==> src/rtl/cpu_pkg.sv <==
// Shared CPU definitions: jump-type encodings used by the decoder that fills
// the decode/execute latch, and the jump controller FSM state encoding.
package cpu_pkg;

  localparam logic [2:0] JMP_JAL  = 3'd0;
  localparam logic [2:0] JMP_JALR = 3'd1;
  localparam logic [2:0] JMP_BEQ  = 3'd2;
  localparam logic [2:0] JMP_BNE  = 3'd3;
  localparam logic [2:0] JMP_BLT  = 3'd4;
  localparam logic [2:0] JMP_BGE  = 3'd5;
  localparam logic [2:0] JMP_BLTU = 3'd6;
  localparam logic [2:0] JMP_BGEU = 3'd7;

  typedef enum logic {
    ST_IDLE  = 1'b0,
    ST_FLUSH = 1'b1
  } jmp_state_e;

endpackage

==> src/rtl/branch_cmp.sv <==
// Branch condition resolver: decides whether a jump request is taken from the
// execute operands. JAL and JALR are unconditional.
module branch_cmp
  import cpu_pkg::*;
(
  input  logic [31:0] rs1,
  input  logic [31:0] rs2,
  input  logic [2:0]  jmp_type,
  output logic        taken
);

  // Compare operands according to the jump type
  always_comb begin
    taken = 1'b0;
    case (jmp_type)
      JMP_JAL:  taken = 1'b1;
      JMP_JALR: taken = 1'b1;
      JMP_BEQ:  taken = (rs1 == rs2);
      JMP_BNE:  taken = (rs1 != rs2);
      JMP_BLT:  taken = ($signed(rs1) <  $signed(rs2));
      JMP_BGE:  taken = ($signed(rs1) >= $signed(rs2));
      JMP_BLTU: taken = (rs1 <  rs2);
      JMP_BGEU: taken = (rs1 >= rs2);
      default:  taken = 1'b0;
    endcase
  end

endmodule

==> src/rtl/jmp_ctrl.sv <==
// Execute-stage jump controller. Consumes jump requests from the
// decode/execute latch, resolves them, issues a one-cycle PC redirect, flushes
// fetch/decode for FLUSH_CYCLES cycles and writes the JAL/JALR link register.
//
// Handshake: new_jmp is a plain valid with no ready. It is consumed on any
// edge where the FSM is IDLE; while FLUSH is active it is dropped on purpose,
// since those requests come from wrong-path instructions. hold_n low tells the
// latch to hold, flush high tells it to clear.
module jmp_ctrl
  import cpu_pkg::*;
#(
  parameter int FLUSH_CYCLES = 2,
  parameter int CNT_W        = 16
) (
  input  logic             clk,
  input  logic             reset,
  input  logic             new_jmp,
  input  logic [2:0]       jmp_type,
  input  logic [31:0]      jmp_imm,
  input  logic [5:0]       jal_rs,
  input  logic [31:0]      pc_ex,
  input  logic [31:0]      rs1_val,
  input  logic [31:0]      rs2_val,
  output logic             redirect,
  output logic [31:0]      pc_target,
  output logic             flush,
  output logic             hold_n,
  output logic             link_we,
  output logic [5:0]       link_addr,
  output logic [31:0]      link_data,
  output logic             misalign_err,
  output logic [CNT_W-1:0] taken_cnt
);

  localparam logic [2:0] FLUSH_LOAD = 3'(FLUSH_CYCLES - 1);

  jmp_state_e       state, state_d;
  logic [2:0]       fcnt, fcnt_d;
  logic             taken;
  logic             is_link;
  logic             is_jalr;
  logic [31:0]      target;
  logic             misaligned;

  logic             redirect_d;
  logic [31:0]      pc_target_d;
  logic             flush_d;
  logic             link_we_d;
  logic [5:0]       link_addr_d;
  logic [31:0]      link_data_d;
  logic             misalign_d;
  logic [CNT_W-1:0] taken_cnt_d;

  branch_cmp u_branch_cmp (
    .rs1      (rs1_val),
    .rs2      (rs2_val),
    .jmp_type (jmp_type),
    .taken    (taken)
  );

  assign is_jalr = (jmp_type == JMP_JALR);
  assign is_link = (jmp_type == JMP_JAL) || is_jalr;

  // Target adder: JALR is register-relative with bit 0 cleared, the rest are
  // PC-relative; both wrap at 32 bits
  always_comb begin
    target = pc_ex + jmp_imm;
    if (is_jalr) begin
      target = (rs1_val + jmp_imm) & 32'hFFFF_FFFE;
    end
  end

  // Alignment is checked on PC-relative targets; a JALR target is used as the
  // register computation gives it once bit 0 is cleared
  always_comb begin
    misaligned = 1'b0;
    if (!is_jalr) begin
      misaligned = (target[1:0] != 2'b00);
    end
  end

  // Next-state and registered-output values
  always_comb begin
    state_d     = state;
    fcnt_d      = fcnt;
    redirect_d  = 1'b0;
    link_we_d   = 1'b0;
    pc_target_d = pc_target;
    link_addr_d = link_addr;
    link_data_d = link_data;
    misalign_d  = misalign_err;
    taken_cnt_d = taken_cnt;
    case (state)
      ST_IDLE: begin
        if (new_jmp && taken) begin
          if (misaligned) begin
            misalign_d = 1'b1;
          end else begin
            redirect_d  = 1'b1;
            pc_target_d = target;
            state_d     = ST_FLUSH;
            fcnt_d      = FLUSH_LOAD;
            if (taken_cnt != {CNT_W{1'b1}}) begin
              taken_cnt_d = taken_cnt + CNT_W'(1);
            end
            if (is_link && (jal_rs != 6'd0)) begin
              link_we_d   = 1'b1;
              link_addr_d = jal_rs;
              link_data_d = pc_ex + 32'd4;
            end
          end
        end
      end
      ST_FLUSH: begin
        if (fcnt == 3'd0) begin
          state_d = ST_IDLE;
        end else begin
          fcnt_d = fcnt - 3'd1;
        end
      end
      default: begin
        state_d = ST_IDLE;
      end
    endcase
    flush_d = (state_d == ST_FLUSH);
  end

  // State and output registers with synchronous reset
  always_ff @(posedge clk) begin
    if (reset) begin
      state        <= ST_IDLE;
      fcnt         <= 3'd0;
      redirect     <= 1'b0;
      pc_target    <= 32'd0;
      flush        <= 1'b0;
      hold_n       <= 1'b1;
      link_we      <= 1'b0;
      link_addr    <= 6'd0;
      link_data    <= 32'd0;
      misalign_err <= 1'b0;
      taken_cnt    <= '0;
    end else begin
      state        <= state_d;
      fcnt         <= fcnt_d;
      redirect     <= redirect_d;
      pc_target    <= pc_target_d;
      flush        <= flush_d;
      hold_n       <= !flush_d;
      link_we      <= link_we_d;
      link_addr    <= link_addr_d;
      link_data    <= link_data_d;
      misalign_err <= misalign_d;
      taken_cnt    <= taken_cnt_d;
    end
  end

endmodule
==> config.mk <==
export PLATFORM = sky130hd
export DESIGN_NAME = jmp_ctrl
export DESIGN_NICKNAME = d
export VERILOG_FILES = /design/src/rtl/cpu_pkg.sv /design/src/rtl/branch_cmp.sv /design/src/rtl/jmp_ctrl.sv
export SDC_FILE = /design/constraint.sdc
export NUM_CORES = 1
export LEC_CHECK = 0
export BUFFER_PORTS_ARGS = -buffer_cell sky130_fd_sc_hd__clkbuf_2
export CAP_MARGIN = 10
export CORE_MARGIN = 2
export CORE_UTILIZATION = 35
export CTS_CLUSTER_SIZE = 24
export DETAILED_ROUTE_END_ITERATION = 10
export GPL_ROUTABILITY_DRIVEN = 0
export GPL_TIMING_DRIVEN = 0
export PLACE_DENSITY_LB_ADDON = 0.1
export SLEW_MARGIN = 20
export SYNTH_ARGS = -nofsm -noshare
export SYNTH_HDL_FRONTEND = slang
export SYNTH_SLANG_ARGS = --single-unit
==> constraint.sdc <==
create_clock -name clk -period 5.05 [get_ports clk]
set_input_delay 0 -clock clk [delete_from_list [all_inputs] [get_ports clk]]
set_output_delay 0 -clock clk [all_outputs]
set_load 0.01 [all_outputs]
---- Word-level counts from Yosys, hierarchy flattened ----
Index checks and enable logic that the tools add are counted.
storage, ports and cells
  flip-flop bits (word level) ............. 94
  output and inout bits ................... 91
  word-level logic and storage cells ...... 63
cells by class
  add/subtract/negate cells ............... 5
  $lt $le $gt $ge ......................... 4
  equality and inequality tests ........... 13
  multiplexer cells ....................... 12
  bitwise gates (word level) .............. 3
  reductions and logical operators ........ 16
operators with widths
  cell                     count
  $add A32 B32 Y32         2
  $ge A32 B32 Y1           2
  $lt A32 B32 Y1           2
  $add A32 B3 Y32 const B  1
  $eq A32 B32 Y1           1
  $mux W32                 1
  $ne A32 B32 Y1           1
  $add A16 B1 Y16 const B  1
  $ne A16 B16 Y1 const B   1
  $eq A3 B3 Y1 const B     4
  $mux W3                  3
  $reduce_and A3 Y1        3
  $reduce_and A4 Y1        2
  $pmux W1 S7              1
  $eq A3 B2 Y1 const B     2
  $logic_not A3 Y1         2
  $ne A2 B2 Y1 const B     3
  $pmux W3 S2              1
  $reduce_bool A6 Y1       1
  $mux W1                  5
  $reduce_or A2 Y1         2
  $reduce_or A4 Y1         1
  $eq A3 B1 Y1 const B     1
  $not A1 Y1               3
  6 further kinds          7

---- Depth between registers and ports, before layout ----
Gate-level depths: netlist (run 1).
  depth after elaboration ................. 8
  depth in mapped cells ................... 13
  depth with buffers taken out ............ 11

---- By module ----
From an unflattened synthesis (run 1), not the netlist that was laid out.
second synthesis, totals
  cell total of the unflattened synthesis .. 1024
  area total of the unflattened synthesis .. 7991.4 µm²
by module, submodules not included
  module      instances  cells an instance  area an instance (µm²)
  jmp_ctrl    1          901                7114.3
  branch_cmp  1          123                877.1

---- Worst setup path before layout (run 1) ----
OpenSTA, ideal clock, no wires.
  path kind ............................... input port to flip-flop
  from .................................... input jmp_imm[0]
  to ...................................... register pc_target[30]
  data arrival time ....................... 2.518 ns
  required time ........................... 4.930 ns
  slack ................................... 2.412 ns
  stages on the path ...................... 11
  buffers on the path ..................... 0
  cell sequence ........................... ha_1 -> fa_1 -> a211oi_1 -> o21ai_0 -> a22oi_1 -> nor4b_1 -> o41ai_2 -> nor4_1 -> or3_1 -> a31oi_1 -> a21oi_1
between the ends
  longest elaborated chain between the ends .. 6
  elaborated cells on any way between the ends .. 7
  those cells by class .................... add/sub (2); mux (2); bitwise (1); reduce/logical (2)
RTL lines
  element                                     RTL line                        RTL
  start, declared                             jmp_ctrl.sv:19                  input logic [31:0] jmp_imm,
  $add A32 B32 Y32, on equally long branches  jmp_ctrl.sv:67, jmp_ctrl.sv:69
  $mux W32 *                                  jmp_ctrl.sv:68                  if (is_jalr) begin
  $reduce_bool A2 Y1                          jmp_ctrl.sv:78                  misaligned = (target[1:0] != 2'b00);
  $mux W1                                     jmp_ctrl.sv:77                  if (!is_jalr) begin
  $not A1 Y1 (no source line)                 --
  $reduce_and A3 Y1 (no source line)          --
  end signal, assigned                        jmp_ctrl.sv:146                 pc_target <= pc_target_d;
  end, declared                               jmp_ctrl.sv:25                  output logic [31:0] pc_target,
Every way passes the cells marked *; elsewhere a longest branch is shown, timed or not.
A chain may end at the register's enable or synchronous reset.

---- Worst setup path after layout (run 1) ----
  from .................................... input pc_ex[0]
  to ...................................... register pc_target[30]
between the ends
  longest elaborated chain between the ends .. 6
RTL lines
  element                             RTL line        RTL
  start, declared                     jmp_ctrl.sv:21  input logic [31:0] pc_ex,
  $add A32 B32 Y32 *                  jmp_ctrl.sv:67  target = pc_ex + jmp_imm;
  $mux W32 *                          jmp_ctrl.sv:68
  $reduce_bool A2 Y1                  jmp_ctrl.sv:78
  $mux W1                             jmp_ctrl.sv:77
  $not A1 Y1 (no source line)         --
  $reduce_and A3 Y1 (no source line)  --
Marks and branches as above.

==> flow_metrics.env, run 1 <==
export IMPL_status="completed"
export IMPL_ctsLongestPathBuffers=2
export IMPL_ios=231
export IMPL_dieArea_mm2=0.0250
export IMPL_drt_iter0_drc=457
export IMPL_synthArstFlopShare_pct=0
export IMPL_grt_overflow=0
export IMPL_worst_setup_path_start_kind="input pin"
export IMPL_clock_latency_ps=350
export IMPL_dp_final_hpwl_mm=24.7
export IMPL_route_antenna_remaining_nets=0
export IMPL_setup_slack_ps=1380
export IMPL_drc=0
export IMPL_grt_usage_pct=22.7
export IMPL_peakVddDrop_uv=156
export IMPL_htreeDepth=3
export IMPL_synth_area_leaders="dfxtp_1 (23%), ha_1 (15%), a21oi_1 (6.4%), nor2_1 (5.4%), nand2_1 (4.8%)"
export IMPL_slew_violations=0
export IMPL_cp_end_kind="flip-flop"
export IMPL_synth_cells=1090
export IMPL_cap_violations=0
export IMPL_use_met1_pct=31.5
export IMPL_internal_power_mw=1.46
export IMPL_hold_violations=0
export IMPL_post_drt_via_cell_ratio=5.19
export IMPL_crit_type="in2reg"
export IMPL_crit_arrival_ps=3900
export IMPL_core_area_mm2=0.0234
export IMPL_die_w_um=158
export IMPL_syn_area_per_cell_um2=7.63
export IMPL_pwr_share_comb_pct=36.5
export IMPL_yosysMostFrequentCell="nor2_1"
export IMPL_crit_chain="dlygate4sd3_1 -> clkbuf_2 -> ha_1 -> fa_1 -> a211oi_1 -> o21ai_0 -> a22oi_1 -> nor4b_1 -> o41ai_2 -> nor4_1 -> or3_1 -> a31oi_1 -> a21oi_1"
export IMPL_dp_cells=1639
export IMPL_period_minus_slack_ps=3670
export IMPL_power_total_mw=2.29
export IMPL_cts_sinks=94
export IMPL_yosys_warnings=0
export IMPL_rows=56
export IMPL_syn_nets=1329
export IMPL_finClkSkew_ps=5.99
export IMPL_cp_endpoint="pc_target[30]"
export IMPL_grt_pass1_wl_mm=43.0
export IMPL_worstPathMaxFanout=5
export IMPL_slowest_delay_ps=650
export IMPL_synth_top_flop_cell="dfxtp_1"
export IMPL_crit_required_ps=5290
export IMPL_dpl_cell_area_mm2=0.00988
export IMPL_cts_root_buf="clkbuf_16"
export IMPL_synth_seq_cells=94
export IMPL_p_leak_nw=4.68
export IMPL_hp_class="in2reg"
export IMPL_clkPwrFrac_pct=28.3
export IMPL_tns_ps=0
export IMPL_die_h_um=158
export IMPL_cts_setup_buffers=0
export IMPL_worstSetupStartpoint="pc_ex[0]"
export IMPL_worst_pin_slew_ps=1180
export IMPL_fin_nets=1581
export IMPL_synth_top_area_cell="dfxtp_1"
export IMPL_antenna_found_initial=1
export IMPL_use_met3_pct=2.52
export IMPL_dp_worst_setup_slack_ps=1460
export IMPL_drive_gt1_share_pct=20.5
export IMPL_power_density_mw_per_mm2=223
export IMPL_busiest_layer="met2"
export IMPL_grt_pass1_vias=7841
export IMPL_cts_tree="done"
export IMPL_seqPwrFrac_pct=35.2
export IMPL_drt_pass1_iterations=4
export IMPL_cp_slowest_cell="o41ai_2"
export IMPL_synth_edf_count=0
export IMPL_rr_startpoint="taken_cnt[6]"
export IMPL_min_period_over_period_pct=72.6
export IMPL_fillers=2537
export IMPL_start_util_pct=35.6
export IMPL_area_growth_pct=23.4
export IMPL_setup_viol_count_final=0
export IMPL_clock_fmax_mhz=273
export IMPL_cts_made_buffers=9
export IMPL_r2r_slack_ps=2760
export IMPL_synth_top_cells_by_count="nor2_1 (119), a21oi_1 (106), nand2_1 (106)"
export IMPL_stdcell_count=1667
export IMPL_syn_cell_area_mm2=0.00832
export IMPL_dr_total_vias=8657
export IMPL_r2r_cells=8
export IMPL_synth_top_cell_area_share_pct=22.6
export IMPL_wl_per_cell_um=17.4
export IMPL_switching_share_pct=36.2
export IMPL_final_core_utilization_pct=43.9
export IMPL_io_buffers=230
export IMPL_p_sw_mw=0.828
export IMPL_cts_clk_slew_worst_paths_ps=70
export IMPL_finalInstanceArea_mm2=0.0103
export IMPL_seq_area_frac_synth_pct=22.6
export IMPL_hold_ws_ps=44.0
export IMPL_grt_max_degree=17
export IMPL_worstReg2RegEnd="taken_cnt[13]"
export IMPL_rsz0062_at_grt="false"
export IMPL_slew_headroom_pct=20.8
export IMPL_synth_cell_type_count=77
export IMPL_met2_usage_pct=36.9
export IMPL_finalWirelength_mm=29.0
[sequential cells by signal (all words and copies together), names as in the netlist]
signal,cells
taken_cnt,16
pc_target,32
misalign_err,1
link_we,1
fcnt,3
link_addr,6
state,1
redirect,1
hold_n,1
link_data,32
[cell families (layout without fill, tap and decap cells)]
| group | count (synthesis) | after routing | synth area share [%] |
|---|---|---|---|
| compound gates | 333 | 333 | 26.0 |
| xor+xnor | 81 | 81 | 8.53 |
| fa+ha+maj | 99 | 99 | 15.1 |
| buf+inv | 97 | 354 | 4.74 |
| flops | 94 | 94 | 22.6 |
| mux | 11 | 11 | 1.40 |
| other cells | 0 | 1 | 0 |
| simple gates | 375 | 375 | 21.7 |
[worst max-delay path: cells and delay by family]
kind / cells / cell delay, ps
AO/OA/AOI/OAI: 6 / 1910
adder cells (fa/ha/maj): 2 / 670
buffers and inverters: 2 / 670
AND/OR/NAND/NOR: 3 / 650
[per-layer routing]
| metal | vias up | part of all wire, % |
|---|---|---|
| met2 | 229 | 45 |
| met1 | 3911 | 48 |
| met5 | - | 0 |
| met3 | 29 | 5.2 |
| met4 | 0 | 1.9 |
| li1 | 4488 | - |
[worst min path at each step]
stage | cells past startpoint | endpoint | slack (ps) | start
finish | 3 | link_data[4] | 40 | pc_ex[4]
global route | 3 | link_data[4] | 60 | pc_ex[4]
CTS | 3 | link_data[22] | 30 | pc_ex[22]
detailed placement | 3 | link_addr[5] | 240 | jal_rs[5]
global placement | 3 | link_addr[3] | 240 | jal_rs[3]
floorplan | 1 | link_data[2] | 100 | pc_ex[2]
[layout by cell type, fill, tap and decap left out, types with 9 or more instances in the layout]
cell	n
a211oi_1	47
a21o_1	35
a21oi_1	106
a31oi_1	13
and2_1	9
and3_1	16
buf_2	11
clkbuf_1	28
clkbuf_16	9
clkbuf_2	230
dfxtp_1	94
dlygate4sd3_1	11
ha_1	97
inv_1	53
nand2_1	106
nand3_1	36
nand4_1	19
nor2_1	119
nor3_1	16
o21a_1	9
o21ai_0	48
o21ai_1	11
o21bai_1	12
xnor2_1	44
xor2_1	37
[power by group through the flow]
stage,Clock (mW),Sequential (mW),Combinational [mW]
after global placement,0,0.820,0.820
after global routing,0.694,0.806,0.932
after detailed placement,0,0.821,0.821
after CTS,0.662,0.804,0.832
after floorplan,0,0.829,0.523
final,0.647,0.804,0.834
[cell type report]
cell class	instances	area (um2)	area share, %
multi-input cells	899	6050	59.0
flip-flops and latches	94	1880	18.3
repair buffers	241	1260	12.3
well taps	319	399	3.89
clock buffers	11	233	2.27
inverters	53	199	1.94
plain buffers	44	195	1.90
clock inverters	5	42.5	0.414
diodes	1	2.50	0.0244
[repair_timing]
| item | 4_1_cts | 5_1_grt |
|---|---|---|
| resized for setup | 0 | 0 |
| hold endpoints to repair | 11 | 0 |
| hold buffers | 11 | 0 |
| endpoints found under the setup margin | 0 | 0 |
Note: power is estimated with default switching activity, not from simulation.
==> inputs of run 2 (changes only) <==
Settings changed: ABC_AREA set to 1.
Clock period 5.05 ns to 3.05 ns, I/O delays scaled along.
==> run 2 against run 1 <==
  * Flip-flop and latch count stayed put
  * First-iteration DRC count is 55% higher
  * Wire length is 16% higher
  * Power is 75% higher
  * Combinational power is 70% higher
  * Synthesized cell count is 31% higher
  * Largest cell class unchanged
  * Via count is 19% higher
  * Non-clock buffer count is 16 lower
  * Clock skew is 4.7 ps higher
  * Clock power is 96% higher
  * Core utilization is 0.24 points lower
  * Hold slack worse by 22 ps
==> flow_metrics.env, run 2 <==
export IMPL_synth_seq_cells=94
export IMPL_status="completed"
export IMPL_drc=0
export IMPL_synth_top_area_cell="dfxtp_1"
export IMPL_hold_ws_ps=21.8
export IMPL_dieArea_mm2=0.0270
export IMPL_htreeDepth=3
export IMPL_cp_end_kind="flip-flop"
export IMPL_crit_arrival_ps=3060
export IMPL_dp_cells=1989
export IMPL_hold_violations=0
export IMPL_area_growth_pct=22.3
export IMPL_reg_largest_list="link_data (32), pc_target (32), taken_cnt (16)"
export IMPL_cts_tree="done"
export IMPL_synth_area_leaders="dfxtp_1 (21%), ha_1 (14%), nand2_1 (13%), a21oi_1 (8.6%), inv_1 (7.4%)"
export IMPL_grt_usage_pct=24.6
export IMPL_route_antenna_remaining_nets=0
export IMPL_yosys_warnings=0
export IMPL_wl_per_cell_um=16.7
export IMPL_cts_made_buffers=9
export IMPL_dr_total_vias=10300
export IMPL_synth_cell_type_count=44
export IMPL_io_buffers=230
export IMPL_slew_violations=0
export IMPL_antenna_found_initial=0
export IMPL_worst_pin_slew_ps=863
export IMPL_period_minus_slack_ps=2810
export IMPL_cts_root_buf="clkbuf_16"
export IMPL_peakVddDrop_uv=246
export IMPL_synth_edf_count=0
export IMPL_die_h_um=164
export IMPL_cts_sinks=94
export IMPL_grt_pass1_vias=9444
export IMPL_slew_headroom_pct=41.8
export IMPL_dp_final_hpwl_mm=28.9
export IMPL_synth_top_cells_by_count="nand2_1 (323), inv_1 (176), a21oi_1 (155)"
export IMPL_fin_nets=1919
export IMPL_drt_iter0_drc=710
export IMPL_tns_ps=0
export IMPL_synthArstFlopShare_pct=0
export IMPL_rows=58
export IMPL_grt_pass1_wl_mm=51.3
export IMPL_stdcell_count=2015
export IMPL_seq_area_frac_synth_pct=20.9
export IMPL_synth_cells=1429
export IMPL_ios=231
export IMPL_power_density_mw_per_mm2=363
export IMPL_cts_setup_buffers=0
export IMPL_yosysMostFrequentCell="nand2_1"
export IMPL_clock_latency_ps=360
export IMPL_cts_clk_slew_worst_paths_ps=70
export IMPL_crit_type="in2reg"
export IMPL_grt_overflow=0
export IMPL_ctsLongestPathBuffers=2
export IMPL_n_antenna_cell=0
export IMPL_worstPathMaxFanout=10
export IMPL_drive_gt1_share_pct=16.8
export IMPL_start_util_pct=35.7
export IMPL_drt_pass1_iterations=5
export IMPL_post_drt_via_cell_ratio=5.10
export IMPL_worst_setup_path_start_kind="input pin"
export IMPL_syn_cell_area_mm2=0.00898
export IMPL_mostFrequentLayoutCells="nand2_1 (323), clkbuf_2 (230), inv_1 (176)"
export IMPL_grt_max_degree=17
export IMPL_finClkSkew_ps=10.7
export IMPL_synth_top_flop_cell="dfxtp_1"
export IMPL_min_period_over_period_pct=92.0
export IMPL_core_area_mm2=0.0252
export IMPL_cap_violations=0
export IMPL_rsz0062_at_grt="false"
export IMPL_clock_fmax_mhz=356
export IMPL_syn_nets=1668
export IMPL_finalWirelength_mm=33.6
export IMPL_setup_viol_count_final=0
export IMPL_p_leak_nw=5.49
export IMPL_syn_area_per_cell_um2=6.29
export IMPL_hp_class="in2reg"
export IMPL_layout_commonest_cell="nand2_1"
export IMPL_die_w_um=164
export IMPL_crit_required_ps=3300
export IMPL_synth_top_cell_area_share_pct=20.9
==> run 2: changes by cell type after synthesis, moves of 33 or more <==
cell      change
nand2_1     +217
o21ai_0      +81
inv_1       +123
nand3_1      +33
a21oi_1      +49
a211oi_1     -41
==> run 2: worst paths after layout <==
check                                   from            end  slack (ps)  cells past startpoint
worst max-delay path                pc_ex[0]   link_addr[5]         240                     13
worst min-delay path               pc_ex[31]  link_data[31]          20                      4
worst max register to register  taken_cnt[0]  taken_cnt[13]         700                     10
worst min register to register  pc_target[0]   pc_target[0]         450                      2
==> run 2: kinds of logic after synthesis <==
family          after synthesis  share of synthesized area (%)
compound gates              353                           21.5
mux                           1                          0.125
buf+inv                     208                           9.21
fa+ha+maj                    99                           14.0
flops                        94                           20.9
simple gates                619                           28.9
xor+xnor                     55                           5.36
==> run 2: where the power goes <==
| part | switching (mW) | internal (mW) | total, mW |
|---|---|---|---|
| logic | 0.914 | 0.503 | 1.42 |
| registers | 0.0310 | 1.28 | 1.31 |
| clock network | 0.518 | 0.748 | 1.27 |
| total | 1.46 | 2.53 | 3.99 |
==> run 2: worst max-delay path, cell delays in order <==
cell,delay [ps]
dlygate4sd3_1,530
clkbuf_2,130
ha_1,210
fa_1,470
o21ai_2,270
inv_1,70
nor2_1,270
inv_1,90
nor2_2,270
clkinvlp_4,310
buf_2,270
nor2_1,110
nor2_1,50
==> run 2: what timing repair did <==
action                                  4_1_cts  5_1_grt
hold endpoints to repair                     10        0
hold buffers                                 10        0
endpoints found under the setup margin        0        9
resized for setup                             0        2
==> run 2: final cells by class <==
| type | count | area [um2] |
|---|---|---|
| multi-input combinational | 1127 | 6280 |
| inverter | 179 | 676 |
| sequential | 94 | 1880 |
| buffer | 29 | 155 |
| fill | 2794 | 14200 |
| clock inverter | 6 | 93.8 |
| timing repair buffer | 240 | 1250 |
| clock buffer | 10 | 239 |
| tap | 330 | 413 |
==> run 2: stage by stage <==
stage	power [mW]	setup slack (ps)	cell area [um2]	util [%]
final	3.99	245	11000	43.6
after global routing	4.22	48.9	11000	43.6
after CTS	4.00	79.5	11000	43.6
after detailed placement	2.72	203	10500	41.9
after global placement	2.72	228	10500	41.9
after floorplan	2.20	1040	8980	-
==> run 2: metal layers <==
layer / global-route usage, % / vias to the layer above / share of wire [%]
met5: 0 / - / 0
met4: 4.15 / 0 / 0.90
met3: 3.16 / 20 / 6.2
met2: 41.5 / 330 / 46
met1: 33.9 / 4652 / 47
li1: - / 5277 / -
